$ cat src/rtl/dmem_responder.sv
// dmem_responder: valid/ready data-memory slave with byte-enable SRAM, programmable wait states and misalignment errors
module dmem_responder #(
  parameter int W           = 32,
  parameter int D           = 8,
  parameter int WAIT_STATES = 1
) (
  input  logic         i_clk,
  input  logic         i_reset_n,
  input  logic         i_req_valid,
  output logic         o_req_ready,
  input  logic [D-1:0] i_req_addr,
  input  logic         i_req_we,
  input  logic [W-1:0] i_req_wdata,
  input  logic [3:0]   i_req_be,
  output logic         o_rsp_valid,
  input  logic         i_rsp_ready,
  output logic [W-1:0] o_rsp_rdata,
  output logic         o_rsp_err
);
  typedef enum logic [1:0] {S_IDLE, S_WAIT, S_RESP} state_t;
  state_t       state_q, state_d;
  logic [3:0]   cnt_q, cnt_d;
  logic [D-1:0] addr_q, addr_d;
  logic         we_q, we_d;
  logic [W-1:0] wdata_q, wdata_d;
  logic [3:0]   be_q, be_d;
  logic [W-1:0] rdata_q, rdata_d;
  logic         err_q, err_d;
  logic [W-1:0] mem [0:2**(D-2)-1];
  logic [W-1:0] rd_word, be_mask;
  logic         access, mis, mem_we;
  always_comb begin
    rd_word = mem[addr_q[D-1:2]];
    be_mask = {{8{be_q[3]}}, {8{be_q[2]}}, {8{be_q[1]}}, {8{be_q[0]}}};
    mis     = |addr_q[1:0];
    access  = (state_q == S_WAIT) && (cnt_q == 4'd0);
    mem_we  = access && we_q && !mis && |be_q;
    state_d = state_q;
    cnt_d   = cnt_q;
    addr_d  = addr_q;
    we_d    = we_q;
    wdata_d = wdata_q;
    be_d    = be_q;
    rdata_d = rdata_q;
    err_d   = err_q;
    case (state_q)
      S_IDLE: if (i_req_valid) begin
        state_d = S_WAIT;
        cnt_d   = 4'(WAIT_STATES);
        addr_d  = i_req_addr;
        we_d    = i_req_we;
        wdata_d = i_req_wdata;
        be_d    = i_req_be;
      end
      S_WAIT: if (cnt_q != 4'd0) cnt_d = cnt_q - 4'd1;
      else begin
        state_d = S_RESP;
        err_d   = mis;
        rdata_d = (mis || we_q) ? '0 : rd_word;
      end
      S_RESP: if (i_rsp_ready) begin
        state_d = S_IDLE;
        rdata_d = '0;
        err_d   = 1'b0;
      end
      default: state_d = S_IDLE;
    endcase
  end
  always_ff @(posedge i_clk or negedge i_reset_n)
    if (!i_reset_n) begin
      state_q <= S_IDLE;
      cnt_q   <= '0;
      addr_q  <= '0;
      we_q    <= 1'b0;
      wdata_q <= '0;
      be_q    <= '0;
      rdata_q <= '0;
      err_q   <= 1'b0;
    end else begin
      state_q <= state_d;
      cnt_q   <= cnt_d;
      addr_q  <= addr_d;
      we_q    <= we_d;
      wdata_q <= wdata_d;
      be_q    <= be_d;
      rdata_q <= rdata_d;
      err_q   <= err_d;
    end
  always_ff @(posedge i_clk)
    if (mem_we) mem[addr_q[D-1:2]] <= (rd_word & ~be_mask) | (wdata_q & be_mask);
  assign o_req_ready = (state_q == S_IDLE);
  assign o_rsp_valid = (state_q == S_RESP);
  assign o_rsp_rdata = rdata_q;
  assign o_rsp_err   = err_q;
endmodule

$ cat config.mk
export PLATFORM = sky130hd
export DESIGN_NAME = dmem_responder
export DESIGN_NICKNAME = d
export VERILOG_FILES = /design/src/rtl/dmem_responder.sv
export SDC_FILE = /design/constraint.sdc
export NUM_CORES = 2
export LEC_CHECK = 0
export ABC_AREA = 1
export ABC_CLOCK_PERIOD_IN_PS = 6800
export CAP_MARGIN = 20
export CORE_ASPECT_RATIO = 0.8
export CORE_MARGIN = 2
export CORE_UTILIZATION = 45
export CTS_CLUSTER_DIAMETER = 100
export DETAILED_ROUTE_END_ITERATION = 12
export PLACE_DENSITY = 0.62
export SETUP_SLACK_MARGIN = 0.15
export SLEW_MARGIN = 20
export SYNTH_ARGS = -nofsm -noshare
export SYNTH_HDL_FRONTEND = slang
export SYNTH_SLANG_ARGS = --single-unit
$ cat constraint.sdc
create_clock -name i_clk -period 6.8 [get_ports i_clk]
set_clock_uncertainty 0.15 [all_clocks]
set_input_delay 0.68 -clock i_clk [delete_from_list [all_inputs] [get_ports i_clk]]
set_output_delay 0.68 -clock i_clk [all_outputs]
set_load 0.01 [all_outputs]
==> impl_metrics.tcl <==
set metrics [dict create \
    status "finished, final reports clean" \
    grt_max_degree 172 \
    grt.total_usage 0.2590 \
    synthToLayoutAreaGrowth_pct 11.57 \
    clk_latency_ns 0.84 \
    drv_slew 0 \
    rows 146 \
    die_height_um 404.1 \
    fin_crit_sh 0.7639 \
    synth_top_area_share 0.6828 \
    clock_path_buffers 3 \
    cp-end-kind "register" \
    first_pass_iters 7 \
    setup_tns_ns 0 \
    synth_top_family_by_area "simple AND/OR/NAND/NOR gates" \
    timing.slew.headroom 0.2061 \
    io_buffers 83 \
    period_minus_slack_ns 5.195 \
    vias_per_cell 5.291 \
    cts_tree "built" \
    synth.area.mux_share 0 \
    fill_cells 17680 \
    place_hpwl_um 146700 \
    cts_root_buf "clkbuf_16" \
    ys_top_cells_by_area "edfxtp_1, nand2_1, dfrtp_1, buf_2, buf_6" \
    cts_sinks 2132 \
    drive_gt1_frac 0.06365 \
    path_clk_slew_ns 0.06 \
    postPlaceCellArea_um2 93960 \
    hold_path_class "in -> async" \
    crit_path_start_kind "register" \
    ys_types 27 \
    required_ns 7.19 \
    antenna_found_initial 8 \
    ctsResizeCount 0 \
    synth_top_cell_by_area "edfxtp_1" \
    final_area_um2 100500 \
    coreArea_um2 198400 \
    critPathMaxStageDelay_ns 0.84 \
    avgSynthCellArea_um2 10.16 \
    synth-compound-area-share 0.002139 \
    cp.arrival_ns 5.58 \
    synth_xor_area_frac 0 \
    synth_fa_ha_area_frac 0.0002779 \
    num_vias 62070 \
    grt_pass1_wl_um 390700 \
    p_per_area_nw_per_um2 491.6 \
    cpMostUsedCell "nand2_1" \
    yosys.area_share.simple 0.2605 \
    syn_area_um2 90060 \
    drt_iter0_drc 7648 \
    slowest_stage "dfrtp_4" \
    hold_viol 0 \
    grt_overflow 0 \
    syn-instance-count 8868 \
    start_util 0.4540 \
    path_class "reg -> reg" \
    irDropWorstVdd_mv 0.4268 \
    wl_per_cell_um 22.79 \
    hold_buffers 1 \
    ys_seq_area_frac 0.7062 \
    drc 0 \
    grt_pass1_vias 57590 \
    yosys_warnings 0 \
    nets 8942 \
    power_leakage_uw 0.04217 \
    routed_wl_um 267400 \
    synth_nets 8919 \
    fmax_mhz 192.5 \
    drv_cap 0 \
    critPathMaxFanout 112 \
    synth_seq_cells 2132 \
    worst_pin_slew_ns 1.188 \
    post_cts_buffers 0 \
    dieArea_um2 203800 \
    fin_util 0.5065 \
    cts_made_buffers 202 \
    path_cells "inv_8 -> buf_4 -> buf_4 -> nand2_1 -> nand2_1 -> nand2_1 -> nand2_1 -> nand2_1 -> nand2_1 -> nand2_1 -> nand2_1 -> nor2_1 -> nand2_1 -> nand2_1 -> nand2_2 -> buf_4" \
    gp_congestion 0.8989 \
    setup_viol 0 \
    ant_nets 0 \
    rsz0062_at_grt "false" \
    die_w_um 504.2 \
    htree_levels 4 \
    io_pins 84 \
]
==> worst paths after layout <==
| kind | startpoint | end | slack, ns | cells after the start |
|---|---|---|---|---|
| max in group asynchronous | i_reset_n | o_rsp_rdata[6]$_DFFE_PN0P_ | 5.09 | 3 |
| worst min-delay path | i_reset_n | wdata_q[13]$_DFFE_PN0P_ | 0.20 | 2 |
| min in group i_clk | i_req_addr[0] | addr_q[0]$_DFFE_PN0P_ | 0.23 | 3 |
| worst max-delay path | addr_q[2]$_DFFE_PN0P_ | mem[33][25]$_DFFE_PP_ | 1.61 | 16 |
| worst max register to register | addr_q[2]$_DFFE_PN0P_ | mem[33][25]$_DFFE_PP_ | 1.61 | 16 |
| worst min register to register | o_rsp_rdata[23]$_DFFE_PN0P_ | o_rsp_rdata[23]$_DFFE_PN0P_ | 0.33 | 2 |
==> Yosys cell counts, drive strengths merged <==
| cell | count |
|---|---|
| a21oi | 2 |
| a41oi | 1 |
| buf | 356 |
| clkbuf | 83 |
| clkinv | 4 |
| dfrtp | 84 |
| edfxtp | 2048 |
| ha | 2 |
| inv | 38 |
| nand2 | 6034 |
| nand3 | 21 |
| nor2 | 150 |
| nor3 | 10 |
| nor4 | 1 |
| o211ai | 5 |
| o21ai | 22 |
| o31ai | 1 |
| or2 | 6 |
==> cell families after synthesis <==
logic type,Yosys count
compound gates,31
fa+ha+maj,2
buf+inv,481
flops,2132
simple gates,6222
==> state kept, by name, summed over array words and instances, names as in the netlist <==
name,count
be_q,4
state_q,2
o_rsp_rdata,32
o_rsp_err,1
wdata_q,32
mem,2048
cnt_q,4
we_q,1
addr_q,8
==> report_power, final <==
part | switching [µW] | internal [µW]
clock | 4930 | 6300
sequential | 400 | 19200
combinational | 14900 | 3680
total | 20200 | 29200
==> worst max-delay path: cells and delay by family, from the launching register on <==
kind	cells	cell delay, ns
flip-flops	1	0.84
AND/OR/NAND/NOR	12	2.05
buffers and inverters	4	1.72
==> per-stage QoR <==
step	setup WS, ns	total power (µW)	hold WS, ns	std cells
finish	1.605	49400	0.2022	11730
global route	1.458	51760	0.2306	11730
CTS	1.794	49360	0.1716	11730
detailed placement	1.809	38250	0.3166	11350
global placement	1.614	38090	0.3132	11350
floorplan	3.374	30810	0.2344	8868
==> per-layer routing <==
layer,track usage,vias to the layer above,part of all wire
li1,-,28630,-
met1,0.3695,30070,0.42
met2,0.3955,2926,0.45
met3,0.05358,440,0.099
met4,0.08962,4,0.035
met5,0,-,0.000086
==> placed cells by master (no fill, tap or decap), types with 4 or more instances in the layout <==
master           instances
nand2_1               6002
clkbuf_16              209
nor3_4                   8
inv_6                    4
buf_4                  147
clkbuf_8                 9
clkdlybuf4s50_1         82
nand2_2                 20
nor2_1                  84
nand2_4                 12
clkinv_2                32
bufinv_16               15
or2_2                    5
clkbuf_1                54
o21ai_1                  6
inv_1                   32
nor2_4                  64
edfxtp_1              2048
o211ai_1                 5
nand3_1                 21
dfrtp_1                 81
clkinv_1                49
o21ai_0                 16
buf_12                  28
==> layout make-up <==
class                   instances  area (µm²)  area share
diodes                          3       7.507  0.00007471
flip-flops and latches       2132       63610      0.6331
inverters                      42       180.2    0.001793
multi-input cells            6255       24370      0.2425
repair buffers                258        2495     0.02483
clock inverters               104       909.6    0.009053
clock buffers                 274        5572     0.05545
well taps                    2664        3333     0.03317
Power figures use the tool's default switching activity.
